**src/rtl/bcd_conv.sv**
```systemverilog
// Sequential 8-bit binary to 3-digit BCD converter (double dabble) with
// 7-segment decode of each registered digit.
module bcd_conv (
  input  logic        clk,
  input  logic        rst_n,
  input  logic        init,
  input  logic [7:0]  pp,
  output logic [11:0] bcd,
  output logic [6:0]  seg_h,
  output logic [6:0]  seg_t,
  output logic [6:0]  seg_u,
  output logic        busy,
  output logic        done
);

  typedef enum logic [1:0] {IDLE, ADJ, SHIFT, DONE} state_t;

  state_t      state, state_nxt;
  logic [19:0] scratch, scratch_nxt;
  logic [2:0]  count, count_nxt;
  logic [11:0] bcd_nxt;

  // Nibble adds are confined to 4 bits; carries only move on the following shift.
  function automatic logic [3:0] adj3(input logic [3:0] nib);
    return (nib >= 4'd5) ? nib + 4'd3 : nib;
  endfunction

  function automatic logic [6:0] seg7(input logic [3:0] digit);
    logic [6:0] code;
    case (digit)
      4'd0:    code = 7'h3F;
      4'd1:    code = 7'h06;
      4'd2:    code = 7'h5B;
      4'd3:    code = 7'h4F;
      4'd4:    code = 7'h66;
      4'd5:    code = 7'h6D;
      4'd6:    code = 7'h7D;
      4'd7:    code = 7'h07;
      4'd8:    code = 7'h7F;
      4'd9:    code = 7'h6F;
      default: code = 7'h00;
    endcase
    return code;
  endfunction

  always_ff @(posedge clk or negedge rst_n) begin
    if (!rst_n) begin
      state   <= IDLE;
      scratch <= '0;
      count   <= '0;
      bcd     <= '0;
    end else begin
      state   <= state_nxt;
      scratch <= scratch_nxt;
      count   <= count_nxt;
      bcd     <= bcd_nxt;
    end
  end

  always_comb begin
    state_nxt   = state;
    scratch_nxt = scratch;
    count_nxt   = count;
    bcd_nxt     = bcd;
    case (state)
      IDLE: begin
        if (init) begin
          scratch_nxt = {12'b0, pp};
          count_nxt   = '0;
          state_nxt   = ADJ;
        end
      end
      ADJ: begin
        scratch_nxt = {adj3(scratch[19:16]), adj3(scratch[15:12]),
                       adj3(scratch[11:8]), scratch[7:0]};
        state_nxt   = SHIFT;
      end
      SHIFT: begin
        scratch_nxt = {scratch[18:0], 1'b0};
        count_nxt   = count + 3'd1;
        if (count == 3'd7) begin
          // Publish the post-shift digits, i.e. the upper 12 bits of the shifted value.
          bcd_nxt   = scratch[18:7];
          state_nxt = DONE;
        end else begin
          state_nxt = ADJ;
        end
      end
      DONE: begin
        state_nxt = IDLE;
      end
      default: begin
        state_nxt = IDLE;
      end
    endcase
  end

  assign busy  = (state != IDLE);
  assign done  = (state == DONE);
  assign seg_h = seg7(bcd[11:8]);
  assign seg_t = seg7(bcd[7:4]);
  assign seg_u = seg7(bcd[3:0]);

endmodule

```
**config.mk**
```make
export PLATFORM = sky130hd
export DESIGN_NAME = bcd_conv
export DESIGN_NICKNAME = d
export VERILOG_FILES = /design/src/rtl/bcd_conv.sv
export SDC_FILE = /design/constraint.sdc
export NUM_CORES = 1
export LEC_CHECK = 0
export BUFFER_PORTS_ARGS = -buffer_cell sky130_fd_sc_hd__buf_2
export CORE_ASPECT_RATIO = 0.75
export CORE_UTILIZATION = 30
export DETAILED_ROUTE_END_ITERATION = 12
export PLACE_DENSITY = 0.46
export SYNTH_ARGS = -nofsm -noshare
export SYNTH_HDL_FRONTEND = slang
export SYNTH_SLANG_ARGS = --single-unit
```
**constraint.sdc**
```tcl
create_clock -name clk -period 2.1 [get_ports clk]
set_input_delay 0 -clock clk [delete_from_list [all_inputs] [get_ports clk]]
set_output_delay 0 -clock clk [all_outputs]
set_load 0.05 [all_outputs]
```
After elaboration in Yosys (flattened, before gate mapping)
Memory sizes are Yosys's and may differ from the RTL's.
Index checks and enable logic that the tools add are counted.

operators by class
  add/subtract/negate cells = 4
  magnitude comparators = 3
  equal/unequal tests = 8
  muxes and demuxes = 10
  bitwise operators = 1
  reduce and logical (&&, ||, !) cells = 10

operator list
  kind                                                               number
  case mux 20 bit (3 select lines)                                   1
  2-to-1 mux 20 bit                                                  1
  adder 4 x 2 -> 4 bit, second input constant                        3
  greater-or-equal comparator 4 x 3 -> 1 bit, second input constant  3
  2-to-1 mux 4 bit                                                   3
  AND reduction 3 bit                                                4
  inequality test 2 bit, second input constant                       4
  case mux 2 bit (4 select lines)                                    1
  case mux 3 bit (2 select lines)                                    1
  equality test 2 bit, second input constant                         2
  2-to-1 mux 2 bit                                                   2
  AND reduction 2 bit                                                2
  nonzero test 2 bit                                                 2
  adder 3 x 1 -> 3 bit, second input constant                        1
  equality test 3 bit, second input constant                         1
  2-to-1 mux 3 bit                                                   1
  nonzero test 3 bit                                                 1
  equality test 2 x 1 -> 1 bit, second input constant                1
  logical NOT 2 bit                                                  1
  NOT 1 bit                                                          1

word-level totals
  register bits = 37
  bits in read-only memories = 336
  bits of input ports = 11
  output and inout port bits = 35
  logic and storage cells = 46
  memories = 3

memories
  memory            words  bits a word  read ports  clocked after memory_dff  write ports  line  text
  (name not given)  16     7            1           0                         0            30    case (digit)
  (name not given)  16     7            1           0                         0            30
  (name not given)  16     7            1           0                         0            30

Logic depth before layout (Yosys ltp)
  word-level depth = 3
  mapped depth = 7
  depth with buffers taken out = 6

Worst setup path before layout
Ideal clock, no wire load.

  kind = register -> output
  start = register bcd[9]
  end = output port seg_h[3]
  arrival = 2.332 ns
  required time = 2.100 ns
  path slack = -0.232 ns
  stages on the path, launching flop included = 5
  path buffers = 0
  path through = dfrtp_1 -> inv_1 -> ha_1 -> inv_1 -> o21ai_0

on the way
  longest elaborated chain between the ends = 1

RTL lines
  element                   line  text
  from (decl)               8     output logic [11:0] bcd,
  from (signal assigned)    56    bcd <= bcd_nxt;
  memory read (16 x 7 bit)  -
  to (decl)                 9     output logic [6:0] seg_h,

Every way passes these cells.

Worst setup path in the final report
  start = register state[0]
  end = register scratch[2]

on the way
  longest elaborated chain between the ends = 3
  elaborated cells on any way between the ends = 8
  those cells by class = eq/ne (3); mux (1); bitwise (1); reduce/logical (3)

RTL lines
  element                                                      line  text
  from (decl)                                                  18    state_t state, state_nxt;
  from (signal assigned)                                       53    state <= state_nxt;
  equality test 2 bit (tied with other cells)                  65    case (state)
  nonzero test 2 bit (no source line) (tied with other cells)  -
  AND reduction 3 bit (no source line)                         -
  to (signal assigned)                                         54    scratch <= scratch_nxt;
  to (decl)                                                    19    logic [19:0] scratch, scratch_nxt;

Several ways; a longest one is shown, not always the timed one.
A chain may end at the register's enable or synchronous reset.

==> insert_results.sql <==
INSERT INTO impl_metrics (metric_group, metric, value, unit) VALUES
('global_route', 'initial_antenna_violation_count', '0', ''),
('pwr', 'switchingPower', '1.686', 'mW'),
('clock_network', 'ctsHtreeMaxLevel', '2', ''),
('setup_path', 'crit_chain', 'inv_1, ha_1, mux2i_2, nor2_4, nor2_1, a21oi_1', ''),
('yosys', 'synth_fp_nets', '320', ''),
('final_layout', 'n_antenna_cell', '0', ''),
('timing', 'final-max-slew-violation-count', '0', ''),
('setup_path', 'critical_path.max_stage_delay', '0.47', 'ns'),
('clock_network', 'clk_transition_reported_paths', '0.05', 'ns'),
('global_route', 'groute.layer.met2.usage', '20.06', '%'),
('clock_network', 'cts_hold_buffers', '2', ''),
('setup_path', 'worst-path-max-fanout', '15', ''),
('clock_network', 'worstSkewPairLatency', '0.27', 'ns'),
('routing', 'wl_per_cell', '12.32', 'um'),
('global_route', 'global_route.overflow_total', '0', ''),
('setup_path', 'start_kind', 'flip-flop', ''),
('clock_network', 'clock_path_buffers', '2', ''),
('place', 'globalplace.congestion', '0.7759', ''),
('pwr', 'power.share.combinational', '51.2', '%'),
('min_path', 'hp-class', 'in -> reg', ''),
('timing', 'worst_pin_slew', '0.8458', 'ns'),
('yosys', 'synthesis.instances', '279', ''),
('timing', 'final.setup_skew', '0.004220', 'ns'),
('die', 'initial_core_util', '31.68', '%'),
('clock_network', 'cts.sink_count', '37', ''),
('timing', 'max_freq', '0.5492', 'GHz'),
('setup_path', 'regToRegEndpoint', 'scratch[2]', ''),
('setup_path', 'required', '2.30', 'ns'),
('timing', 'finalSetupViolCount', '0', ''),
('routing', 'detail_route.drc_violations', '0', ''),
('pwr', 'power.density_cell_area', '1236', 'mW/mm^2'),
('place', 'dpl_cell_area', '0.002887', 'mm^2'),
('pwr', 'intPower', '2.082', 'mW'),
('final_layout', 'drive_above_1_share', '22.15', '%'),
('routing', 'route.detailed.vias_per_inst', '4.658', ''),
('yosys', 'synth_seq_area_share', '36.12', '%'),
('routing', 'dr.first_iter.drc_count', '131', ''),
('min_path', 'worst_hold_startpoint', 'pp[5]', ''),
('timing', 'timing.final.crit_share', '86.71', '%'),
('routing', 'routed_wl', '5296', 'um'),
('yosys', 'yosys_warnings', '0', ''),
('global_route', 'grt_util_all_layers', '13.07', '%'),
('final_layout', 'final_cell_count_no_fill', '430', ''),
('routing', 'drt-pass1-iter-count', '4', ''),
('job', 'timing.max_cap.violations', '0', ''),
('global_route', 'first_global_vias', '1821', ''),
('routing', 'ant_nets', '0', ''),
('routing', 'via_count', '2003', ''),
('place', 'dpl.cell_count', '421', ''),
('die', 'num_rows', '28', ''),
('timing', 'hold_violations', '0', ''),
('yosys', 'yosys_register_bits', '37', ''),
('yosys', 'synth_edf_count', '0', ''),
('min_path', 'hold_depth', '4', ''),
('global_route', 'grt_pass1_wl', '8921', 'um'),
('final_layout', 'area_growth', '18.94', '%'),
('global_route', 'grtUsageMet1', '17.88', '%'),
('final_layout', 'num-nets-final', '366', ''),
('final_layout', 'num-fill-cells', '829', ''),
('clock_network', 'clock_tree_from_tritoncts', 'done', ''),
('setup_path', 'r2r_slack', '0.28', 'ns'),
('min_path', 'min_delay_endpoint', 'scratch[5]', ''),
('clock_network', 'cts_repair_resize_count', '0', ''),
('run_status', 'status', 'complete, no violations', ''),
('pwr', 'share_seq_of_total_power', '29.5', '%'),
('clock_network', 'ctsRootBufferMaster', 'sky130_fd_sc_hd__clkbuf_16', ''),
('place', 'port-buffer-count', '45', ''),
('yosys', 'synth_flop_cell', 'sky130_fd_sc_hd__dfrtp_1', ''),
('timing', 'rsz0062_at_grt', 'no', ''),
('place', 'preCtsSetupSlack', '0.3169', 'ns'),
('timing', 'period_needed', '1.821', 'ns');
[cell usage after synthesis (3+ instances only)]
cell type	count	area share (%)
sky130_fd_sc_hd__xor2_1	3	1.0
sky130_fd_sc_hd__mux2_2	5	2.2
sky130_fd_sc_hd__nor2b_1	11	2.7
sky130_fd_sc_hd__o22ai_1	12	2.9
sky130_fd_sc_hd__o21a_1	3	0.88
sky130_fd_sc_hd__nor2_1	10	1.5
sky130_fd_sc_hd__inv_1	27	4.0
sky130_fd_sc_hd__clkbuf_1	7	1.0
sky130_fd_sc_hd__buf_2	3	0.59
sky130_fd_sc_hd__nand2_1	23	3.4
sky130_fd_sc_hd__o21ai_0	31	6.1
sky130_fd_sc_hd__dfrtp_1	37	36
sky130_fd_sc_hd__a21oi_1	21	4.1
sky130_fd_sc_hd__ha_1	30	15
sky130_fd_sc_hd__a21o_1	3	0.88
sky130_fd_sc_hd__xnor2_1	4	1.4
sky130_fd_sc_hd__nand2b_1	14	3.4
sky130_fd_sc_hd__mux2_4	3	1.8
sky130_fd_sc_hd__mux2i_1	6	2.3
[worst max-delay path by stage]
stage                         from     endpoint  slack [ns]  depth (start not counted)
after global routing      state[0]   scratch[2]        0.12                          6
after floorplan             bcd[8]     seg_h[2]        0.14                          4
after detailed placement  state[0]   scratch[3]        0.32                          6
after CTS                 state[0]   scratch[4]        0.31                          6
after global placement    state[0]  scratch[10]        0.37                          6
final                     state[0]   scratch[2]        0.28                          6
[critical path, delay by kind of cell (launching register included)]
| kind | cells | cell delay, ns |
|---|---|---|
| adder cells (fa/ha/maj) | 1 | 0.47 |
| flip-flops | 1 | 0.42 |
| AND/OR/NAND/NOR | 2 | 0.39 |
| multiplexers | 1 | 0.24 |
| AO/OA/AOI/OAI | 1 | 0.12 |
| buffers and inverters | 1 | 0.10 |
[logic make-up (layout without fill, tap and decap cells)]
family	Yosys count	in the layout	share of synthesized area [%]
xor+xnor	7	7	2.391
simple gates	67	67	13.81
mux	15	15	6.832
compound gates	82	82	19.18
buf+inv	41	87	7.028
fa+ha+maj	30	30	14.64
flops	37	37	36.12
[metrics by stage]
stage / hold WS [ns] / util (%)
after floorplan: -0.2956 / -
after global placement: 0.1677 / 35.67
after detailed placement: 0.1763 / 35.67
after CTS: 0.1223 / 37.68
after global routing: 0.1432 / 37.68
final: 0.1267 / 37.68
[cell usage in the layout, fill, tap and decap left out, drive strengths merged]
cell type / count
nand2b: 15
mux2i: 7
nor2b: 11
nor2: 13
inv: 27
clkbuf: 7
mux2: 8
o211ai: 2
and2: 1
o21a: 3
ha: 30
o21ai: 32
a21oi: 22
o2111ai: 2
dfrtp: 37
buf: 51
a31oi: 2
xnor2: 4
nand2: 23
a22o: 1
nand3: 1
a32o: 2
nand3b: 1
o22ai: 12
o22a: 1
xor2: 3
nand4: 2
a21o: 3
dlygate4sd3: 2
[layout make-up]
class / instances / area, um^2 / area share (%)
multi-input combinational: 201 / 1458 / 47.80
clock buffer: 7 / 142.6 / 4.678
timing repair buffer: 53 / 290.3 / 9.520
sequential: 37 / 925.9 / 30.37
tap: 105 / 131.4 / 4.309
inverter: 27 / 101.3 / 3.324
[registers in the layout, summed over array words and instances, names as in the netlist]
signal and flops:
bcd 12, state 2, count 3, scratch 20
[per-layer routing]
| metal | up-vias | routed length, um | part of all wire, % |
|---|---|---|---|
| li1 | 1041 | - | - |
| met1 | 896 | 2760 | 52 |
| met2 | 64 | 2221 | 42 |
| met3 | 2 | 289 | 5.5 |
| met4 | 0 | 25 | 0.47 |
| met5 | - | 0 | 0 |
[power by group through the flow]
| stage | Combinational (mW) | Clock, mW | Sequential [mW] |
|---|---|---|---|
| detailed placement | 1.93 | 0 | 1.12 |
| global route | 2.13 | 0.801 | 1.15 |
| global placement | 1.93 | 0 | 1.13 |
| finish | 1.93 | 0.727 | 1.11 |
| floorplan | 1.54 | 0 | 1.10 |
| CTS | 1.94 | 0.753 | 1.11 |
Power figures use the tool's default switching activity.
